[src/rtl/delay_pkg.sv]
// Shared constants for the delay line controller slice.
// Latency: n/a (constants only).
// Backpressure: n/a.
package delay_pkg;

  // Tap address width for an SRL16E-based line (16 taps).
  localparam int DEFAULT_DELAY_BITS = 4;

  // Controller state encoding.
  typedef logic state_t;
  localparam state_t ST_IDLE   = 1'b0;
  localparam state_t ST_SETTLE = 1'b1;

endpackage

[src/rtl/rr_arb2.sv]
// Two-input round-robin arbiter with a one-hot grant.
// Latency: grant is combinational from req; pointer updates on the grant edge.
// Backpressure: grant_en low suppresses every grant and freezes the pointer.
//
// Ports:
//   clk, rst_n : clock, async active-low reset
//   req[1:0]   : request lines (bit n = requester n)
//   grant_en   : arbitration allowed this cycle
//   gnt[1:0]   : one-hot grant, zero when nothing is granted
module rr_arb2 (
  input  logic       clk,
  input  logic       rst_n,
  input  logic [1:0] req,
  input  logic       grant_en,
  output logic [1:0] gnt
);

  // 1 = requester 1 was granted most recently, so requester 0 wins a tie.
  logic last_q;

  always_comb begin
    gnt = 2'b00;
    if (grant_en) begin
      case (req)
        2'b01:   gnt = 2'b01;
        2'b10:   gnt = 2'b10;
        2'b11:   gnt = last_q ? 2'b01 : 2'b10;
        default: gnt = 2'b00;
      endcase
    end
  end

  always_ff @(posedge clk or negedge rst_n) begin
    if (!rst_n) begin
      last_q <= 1'b1;
    end else if (|gnt) begin
      last_q <= gnt[1];
    end
  end

endmodule

[src/rtl/delay_line_ctrl.sv]
// Tap-address controller for the SRL16E variable delay line, with valid tracking.
// Latency: ack/delay one cycle after grant; out_valid = in_valid delayed delay+1 cycles.
// Backpressure: while settling (busy) requests are held off and out_valid is blanked.
//
// Ports:
//   clk, rst_n               : clock, async active-low reset
//   in_valid                 : qualifier for din entering the line this cycle
//   req0/req0_delay/ack0     : requester 0 handshake (req held until ack pulse)
//   req1/req1_delay/ack1     : requester 1 handshake (req held until ack pulse)
//   delay                    : registered tap address to the delay line
//   out_valid                : delay line dout is valid this cycle
//   busy                     : settling after a tap change, requests not taken
module delay_line_ctrl
  import delay_pkg::*;
#(
  parameter int DELAY_BITS  = DEFAULT_DELAY_BITS,
  parameter int RESET_DELAY = 0,
  parameter bit SETTLE_EN   = 1'b1
) (
  input  logic                  clk,
  input  logic                  rst_n,
  input  logic                  in_valid,
  input  logic                  req0,
  input  logic [DELAY_BITS-1:0] req0_delay,
  output logic                  ack0,
  input  logic                  req1,
  input  logic [DELAY_BITS-1:0] req1_delay,
  output logic                  ack1,
  output logic [DELAY_BITS-1:0] delay,
  output logic                  out_valid,
  output logic                  busy
);

  localparam int DEPTH = 2**DELAY_BITS;

  state_t                state_q;
  state_t                state_d;
  logic [DELAY_BITS-1:0] cnt_q;
  logic [DELAY_BITS-1:0] delay_q;
  logic [DEPTH-1:0]      vsr_q;
  logic                  ack0_q;
  logic                  ack1_q;

  logic [1:0]            gnt;
  logic                  grant_en;
  logic                  granted;
  logic [DELAY_BITS-1:0] new_delay;
  logic                  change;

  // Requests are only looked at while idle; pending ones simply wait out SETTLE.
  assign grant_en  = (state_q == ST_IDLE);
  assign granted   = |gnt;
  assign new_delay = gnt[1] ? req1_delay : req0_delay;
  // Rewriting the current tap needs no settle time.
  assign change    = granted && (new_delay != delay_q) && SETTLE_EN;

  rr_arb2 u_arb (
    .clk      (clk),
    .rst_n    (rst_n),
    .req      ({req1, req0}),
    .grant_en (grant_en),
    .gnt      (gnt)
  );

  // State register.
  always_ff @(posedge clk or negedge rst_n) begin
    if (!rst_n) begin
      state_q <= ST_IDLE;
    end else begin
      state_q <= state_d;
    end
  end

  // Next-state logic.
  always_comb begin
    state_d = state_q;
    case (state_q)
      ST_IDLE: begin
        if (change) state_d = ST_SETTLE;
      end
      ST_SETTLE: begin
        if (cnt_q == '0) state_d = ST_IDLE;
      end
      default: state_d = ST_IDLE;
    endcase
  end

  // Datapath: tap address, settle counter, ack pulses, valid shift register.
  always_ff @(posedge clk or negedge rst_n) begin
    if (!rst_n) begin
      delay_q <= DELAY_BITS'(RESET_DELAY);
      cnt_q   <= '0;
      vsr_q   <= '0;
      ack0_q  <= 1'b0;
      ack1_q  <= 1'b0;
    end else begin
      // Shifts in every state so alignment survives the settle window.
      vsr_q  <= {vsr_q[DEPTH-2:0], in_valid};
      ack0_q <= gnt[0];
      ack1_q <= gnt[1];
      if (granted) begin
        delay_q <= new_delay;
      end
      // Loading the new tap value gives new_delay+1 settle cycles (counts down to 0).
      if (change) begin
        cnt_q <= new_delay;
      end else if ((state_q == ST_SETTLE) && (cnt_q != '0)) begin
        cnt_q <= cnt_q - 1'b1;
      end
    end
  end

  // Outputs.
  always_comb begin
    busy      = (state_q == ST_SETTLE);
    out_valid = vsr_q[delay_q] && (state_q == ST_IDLE);
    delay     = delay_q;
    ack0      = ack0_q;
    ack1      = ack1_q;
  end

endmodule

[config.mk]
export PLATFORM = sky130hd
export DESIGN_NAME = delay_line_ctrl
export DESIGN_NICKNAME = d
export VERILOG_FILES = /design/src/rtl/delay_pkg.sv /design/src/rtl/rr_arb2.sv /design/src/rtl/delay_line_ctrl.sv
export SDC_FILE = /design/constraint.sdc
export NUM_CORES = 1
export LEC_CHECK = 0
export CAP_MARGIN = 10
export CORE_MARGIN = 2
export CORE_UTILIZATION = 40
export CTS_CLUSTER_DIAMETER = 120
export CTS_CLUSTER_SIZE = 12
export DETAILED_ROUTE_END_ITERATION = 7
export PLACE_DENSITY_LB_ADDON = 0.25
export SYNTH_ARGS = -nofsm -noshare
export SYNTH_HDL_FRONTEND = slang
export SYNTH_SLANG_ARGS = --single-unit
[constraint.sdc]
create_clock -name clk -period 2.8 [get_ports clk]
set_clock_uncertainty 0.1 [all_clocks]
set_input_delay 0.56 -clock clk [delete_from_list [all_inputs] [get_ports clk]]
set_output_delay 0.56 -clock clk [all_outputs]
set_load 0.02 [all_outputs]
==> summary.txt, run 1 <==
Status - finished clean
Die Ht - 59.3 um
Final WS setup - 0.0626 ns
Max incr delay on CP - 0.52 ns
Reg clk slew, reported paths - 0.14 ns
WP data arrival - 2.08 ns
Min-delay worst type - reg2reg
Skew-Pair Late Insertion Delay - 0.32 ns
Chip width - 59.3 um
Final Hold Vio Count - 0
Cells after Synth - 91
Crit-path max FO - 5
Commonest non-fill, non-tap cells in the layout - 26 x dfrtp_1, 19 x clkdlybuf4s50_1, 7 x xnor2_1, 7 x mux2i_1
Slew Viols, Final - 0
Routed wl met2 - 1170 um
Post-DP HPWL - 1700 um
Slowest-stage cell, CP - mux4_2
Cell variety after synth - 29
Commonest non-fill, non-tap cell in the layout - dfrtp_1
Grt total ovfl - 0
Total Die Area - 3520 um2
Diode count - 0
Post-CTS Hold Fix Bufs - 0
Sequential share of the synthesized area - 0.574
Synth top area share - 0.552
Syn Nets - 105
Hold Crit Depth - 0
Share of layout cells above drive strength 1 - 0.165
Reg-to-reg slack, setup - 0.81 ns
M1 wire length - 1010 um
Layout area overhead - 23.5%
Drc violations - 0
Tmin final - 2.74 ns
Port Buffers - 20
Tightest Pin Transition - 0.633 ns
Post-layout util - 0.508
Vias per Instance - 5.21
Reg-to-reg critical path endpoint - cnt_q[2]$_DFFE_PN0P_
Post-synth top area cell - dfrtp_1
Max-cap violation count - 0
Crit share post-route - 0.978
Max layer used - met4
TritonCTS Buffers - 3
Hold endpoint - vsr_q[11]$_DFF_PN0_
Startpoint types - flop
Place WS - -0.0598 ns
Antenna-violating nets left - 0
Clk root buf - clkbuf_4
Cell depth of the worst flop-to-flop path - 5
Setup CP Type - reg2out
Floorplan core area - 2980 um2
Metal3 WL - 116 um
Drt wl/cell - 15.9 um
Worst setup EP type - primary output
RSZ-0062 raised after global routing - yes
Antenna violations before repair - 0
Relative slew slack - 0.574
Placer Congestion - 0.832
Largest net degree at the start of global routing - 29
First-pass GRT wire length - 3850 um
Achievable frequency - 0.365 GHz
Largest cells by area after synthesis - dfrtp_1 55%, mux4_1 6.4%, mux2i_1 5.7%, xnor2_1 5.0%, mux4_2 3.7%
Synth warn - 0
CP required - 2.14 ns
Synthesized area - 1220 um2
IO Count - 21
Worst R2R Start - busy$_DFF_PN0_
Total GRT Usage - 0.155
Cell Pwr Density - 1000 nW/um2
Crit path cell chain - mux4_2 > mux4_2 > nor2b_4 > buf_6
CTS tree - yes
Crit-path most repeated cell - mux4_2
Core Rows - 20
Nets - 130
Register bit total from synthesis - 28
FILL cells - 265
Post-Route WL - 2350 um
First drt pass iteration count - 4
Worst ir drop on vdd - 0.000300 V
Final setup viols - 0
H-tree levels - 1
Initial Util - 0.411
Min-delay src - vsr_q[10]$_DFF_PN0_
Clock Path Buffers - 2
Leakage - 0.000667 uW
Initial drt markers - 18
Vias in the first global route - 782
Clk sink count - 28
Mean area per synthesized cell - 13.4 um2
Via count - 771
area by class of cell:
cell class	count	area (um2)	share of cell area
clock inverters	1	30.0	0.0199
multi-input cells	53	460	0.305
inverters	6	22.5	0.0149
well taps	33	41.3	0.0273
repair buffers	24	231	0.153
flip-flops and latches	28	703	0.465
clock buffers	3	22.5	0.0149
critical path: cells and delay by family (launching register included):
family                 cells  cell delay, ns
multiplexers               2            1.01
flip-flops                 1            0.47
AND/OR/NAND/NOR            1            0.14
buffers and inverters      1            0.13
power breakdown:
group	total, uW	internal [uW]	switching, uW
registers	610	502	108
clock network	260	145	116
logic	646	352	294
total	1520	998	518
metal layers:
| metal | up-vias | GRT usage |
|---|---|---|
| met5 | - | 0 |
| met4 | 0 | 0.0877 |
| met3 | 5 | 0.0306 |
| met2 | 20 | 0.242 |
| met1 | 377 | 0.201 |
| li1 | 369 | - |
cells by family after synthesis:
kind of cell | share of synthesized area
simple gates | 0.0634
fa+ha+maj | 0.0102
buf+inv | 0.0409
xor+xnor | 0.0501
flops | 0.574
mux | 0.170
compound gates | 0.0920
registers in the layout (all words and copies together), names as in the netlist:
register,count
u_arb.last_q,1
cnt_q,4
ack0,1
ack1,1
delay,4
busy,1
vsr_q,16
cells in the mapped netlist:
master	instances
a21o_1	1
a21oi_1	2
a31oi_1	1
buf_2	1
buf_4	1
buf_6	1
clkbuf_1	1
dfrtp_1	27
dfstp_2	1
ha_1	1
inv_1	6
mux2i_1	7
mux2i_2	1
mux4_1	3
mux4_2	2
nand2_1	6
nand2b_1	2
nand3_1	1
nor2_1	3
nor2b_4	1
nor3_1	1
nor3b_1	1
o2111ai_1	3
o211ai_1	1
o21ai_0	6
o21bai_1	1
o22a_2	1
o31ai_1	1
xnor2_1	7
timing repair:
item	4_1_cts	5_1_grt
pin swaps	0	0
setup endpoints to repair	1	1
setup buffers	0	0
gates resized for setup	8	2
worst max-delay path by stage:
| stage | startpoint | end | slack (ns) | depth (start not counted) |
|---|---|---|---|---|
| after floorplan | delay[0]$_DFFE_PN0P_ | out_valid | 0.41 | 4 |
| after global placement | delay[0]$_DFFE_PN0P_ | out_valid | 0.01 | 4 |
| after detailed placement | delay[0]$_DFFE_PN0P_ | out_valid | -0.06 | 4 |
| after CTS | delay[0]$_DFFE_PN0P_ | out_valid | 0.0005 | 4 |
| after global routing | delay[0]$_DFFE_PN0P_ | out_valid | -0.04 | 4 |
| final | delay[0]$_DFFE_PN0P_ | out_valid | 0.06 | 4 |
per-stage QoR:
step	instance area (um2)	total power, uW	hold WS, ns	TNS, ns	instances
3_3_place_gp	1470	1230	0.259	0	144
2_1_floorplan	1220	1040	0.164	0	91
4_1_cts	1510	1530	0.296	0	148
3_5_place_dp	1470	1250	0.256	-0.0598	144
5_1_grt	1510	1630	0.304	-0.0426	148
6_report	1510	1520	0.291	0	148
No activity file was read; power rests on OpenSTA's default activity.
==> run 2: changes to the inputs <==
==> constraint.sdc (replaced) <==
create_clock -name clk -period 2.8 [get_ports clk]
set_clock_uncertainty 0.1 [all_clocks]
set_input_delay 0.56 -clock clk [delete_from_list [all_inputs] [get_ports clk]]
set_output_delay 0.56 -clock clk [all_outputs]
set_load 0.1 [all_outputs]
==> summary.txt, run 2 (same netlist as run 1, synthesis figures left out) <==
Status - finished clean
Largest net degree at the start of global routing - 29
First-pass GRT wire length - 3910 um
Port Buffers - 20
Max-cap violation count - 0
Share of layout cells above drive strength 1 - 0.241
Drt wl/cell - 15.8 um
Floorplan core area - 2980 um2
Reg-to-reg critical path endpoint - cnt_q[2]$_DFFE_PN0P_
Fin Hold WS - 0.289 ns
Crit path cell chain - mux4_2 > mux4_2 > nor2b_4 > buf_12
Clock Path Buffers - 2
Crit-path leading delay family - multiplexers
Multi-input combinational cell area - 460 um2
Reg-to-reg slack, setup - 0.82 ns
Core Rows - 20
CP required - 2.14 ns
Die Ht - 59.3 um
Vias per Instance - 5.27
Placer Congestion - 0.723
Post-Route WL - 2350 um
Clk sink count - 28
GR Util met3 - 0.0437
Buf+Inv Stages, Crit Path - 1
Final setup viols - 0
Most flop-heavy register - vsr_q
Min-delay src - vsr_q[10]$_DFF_PN0_
Clk root buf - clkbuf_4
Initial drt markers - 31
Tmin final - 2.77 ns
Worst ir drop on vdd - 0.000390 V
Cell depth of the worst flop-to-flop path - 5
Post-CTS Hold Fix Bufs - 0
First drt pass iteration count - 4
Final Hold Vio Count - 0
Crit-path max FO - 5
H-tree levels - 1
CTS tree - yes
Register area - 704 um2
Achievable frequency - 0.361 GHz
GR Util met2 - 0.248
IO Count - 21
Chip width - 59.3 um
Min-delay worst type - reg2reg
Total GRT Usage - 0.153
Busiest metal layer after global routing - met2
Layout area overhead - 23.5%
Vias in the first global route - 828
Drc violations - 0
Overall Power - 1810 uW
Relative slew slack - 0.510
RSZ-0062 raised after global routing - yes
Post-DP HPWL - 1710 um
Skew-Pair Late Insertion Delay - 0.32 ns
Commonest non-fill, non-tap cells in the layout - 25 x dfrtp_1, 12 x clkdlybuf4s50_1, 12 x buf_4
Via count - 785
Met1 GRT Util - 0.189
Grt total ovfl - 0
Diode count - 0
Nets - 131
Antenna violations before repair - 0
Slew Viols, Final - 0
Worst R2R Start - busy$_DFF_PN0_
Cell Pwr Density - 1200 nW/um2
Tightest Pin Transition - 0.729 ns
Hold Crit Depth - 0
Setup CP Type - reg2out
Max reg flops - 16
Worst setup EP type - primary output
Hold endpoint - vsr_q[11]$_DFF_PN0_
FILL cells - 261
Crit-path most repeated cell - mux4_2
Reg clk slew, reported paths - 0.14 ns
Initial Util - 0.411
Commonest non-fill, non-tap cell in the layout - dfrtp_1
Leakage - 0.000682 uW
Slowest-stage cell, CP - mux4_2
Startpoint types - flop
WP data arrival - 2.11 ns
TritonCTS Buffers - 3
Antenna-violating nets left - 0
Crit share post-route - 0.988
Max incr delay on CP - 0.53 ns
Total Die Area - 3520 um2
run 2: cell types whose count changed in the layout (fill, tap and decap cells not counted):
| cell | delta |
|---|---|
| buf_4 | +8 |
| clkdlybuf4s50_1 | -7 |
| buf_12 | +1 |
| buf_6 | -1 |
| dfrtp_1 | -1 |
| dfrtp_2 | +1 |
run 2: final cells by class:
type / instances / share of cell area
multi-input cells: 53 / 0.305
clock inverters: 1 / 0.0199
clock buffers: 3 / 0.0149
flip-flops and latches: 28 / 0.466
inverters: 6 / 0.0149
repair buffers: 25 / 0.152
well taps: 33 / 0.0273
run 2: how the worst max path moves through the flow:
stage / from / endpoint / slack (ns) / cells after the start
floorplan: delay[0]$_DFFE_PN0P_ / out_valid / 0.07 / 4
global placement: delay[0]$_DFFE_PN0P_ / out_valid / 0.36 / 4
detailed placement: delay[0]$_DFFE_PN0P_ / out_valid / 0.33 / 4
CTS: delay[0]$_DFFE_PN0P_ / out_valid / 0.004 / 4
global route: delay[0]$_DFFE_PN0P_ / out_valid / -0.07 / 4
finish: delay[0]$_DFFE_PN0P_ / out_valid / 0.03 / 4
run 2: what timing repair did:
action | CTS | global route
endpoints found under the setup margin | 1 | 1
buffers inserted | 3 | 0
hold endpoints to repair | 0 | 0
resized for setup | 3 | 0
run 2: power by group:
part,internal (uW),switching [uW],leakage [uW]
registers,503,116,0.000329
clock network,145,110,0.0000279
logic,355,579,0.000325
total,1000,805,0.000682
run 2: worst register-to-register path, cell delays in order, from the launching register on:
cell and delay [ns]:
dfrtp_1 0.54, nand2b_1 0.17, a21o_1 0.28, mux2i_2 0.36, o22a_2 0.26, mux2i_1 0.20
run 2: routing by layer:
metal  up-vias  wire [um]  part of all wire
met5         -          0                 0
met4         0         17            0.0072
met3         2        144             0.061
met2        20       1150              0.49
met1       390       1030              0.44
li1        373          -                 -
run 2: metrics by stage:
| stage | setup TNS, ns | std cells | cell area (um2) | setup slack [ns] | util |
|---|---|---|---|---|---|
| 6_report | 0 | 149 | 1510 | 0.0332 | 0.508 |
| 5_1_grt | -0.0685 | 149 | 1510 | -0.0685 | 0.508 |
| 4_1_cts | 0 | 149 | 1510 | 0.00380 | 0.508 |
| 3_5_place_dp | 0 | 142 | 1450 | 0.330 | 0.486 |
| 3_3_place_gp | 0 | 142 | 1450 | 0.363 | 0.486 |
| 2_1_floorplan | 0 | 91 | 1230 | 0.0652 | - |
==> run 3: changes to the inputs <==
--- a/config.mk
+++ b/config.mk
@@ -5,12 +5,13 @@
 export SDC_FILE = /design/constraint.sdc
 export NUM_CORES = 1
 export LEC_CHECK = 0
-export CAP_MARGIN = 10
+export CAP_MARGIN = 20
 export CORE_MARGIN = 2
 export CORE_UTILIZATION = 40
 export CTS_CLUSTER_DIAMETER = 120
-export CTS_CLUSTER_SIZE = 12
+export CTS_CLUSTER_SIZE = 40
 export DETAILED_ROUTE_END_ITERATION = 7
+export HOLD_SLACK_MARGIN = 0.06
 export PLACE_DENSITY_LB_ADDON = 0.25
 export SYNTH_ARGS = -nofsm -noshare
 export SYNTH_HDL_FRONTEND = slang
==> results of run 3 <==
Same layout as run 2: the final DEF is identical, and so are final timing and power.
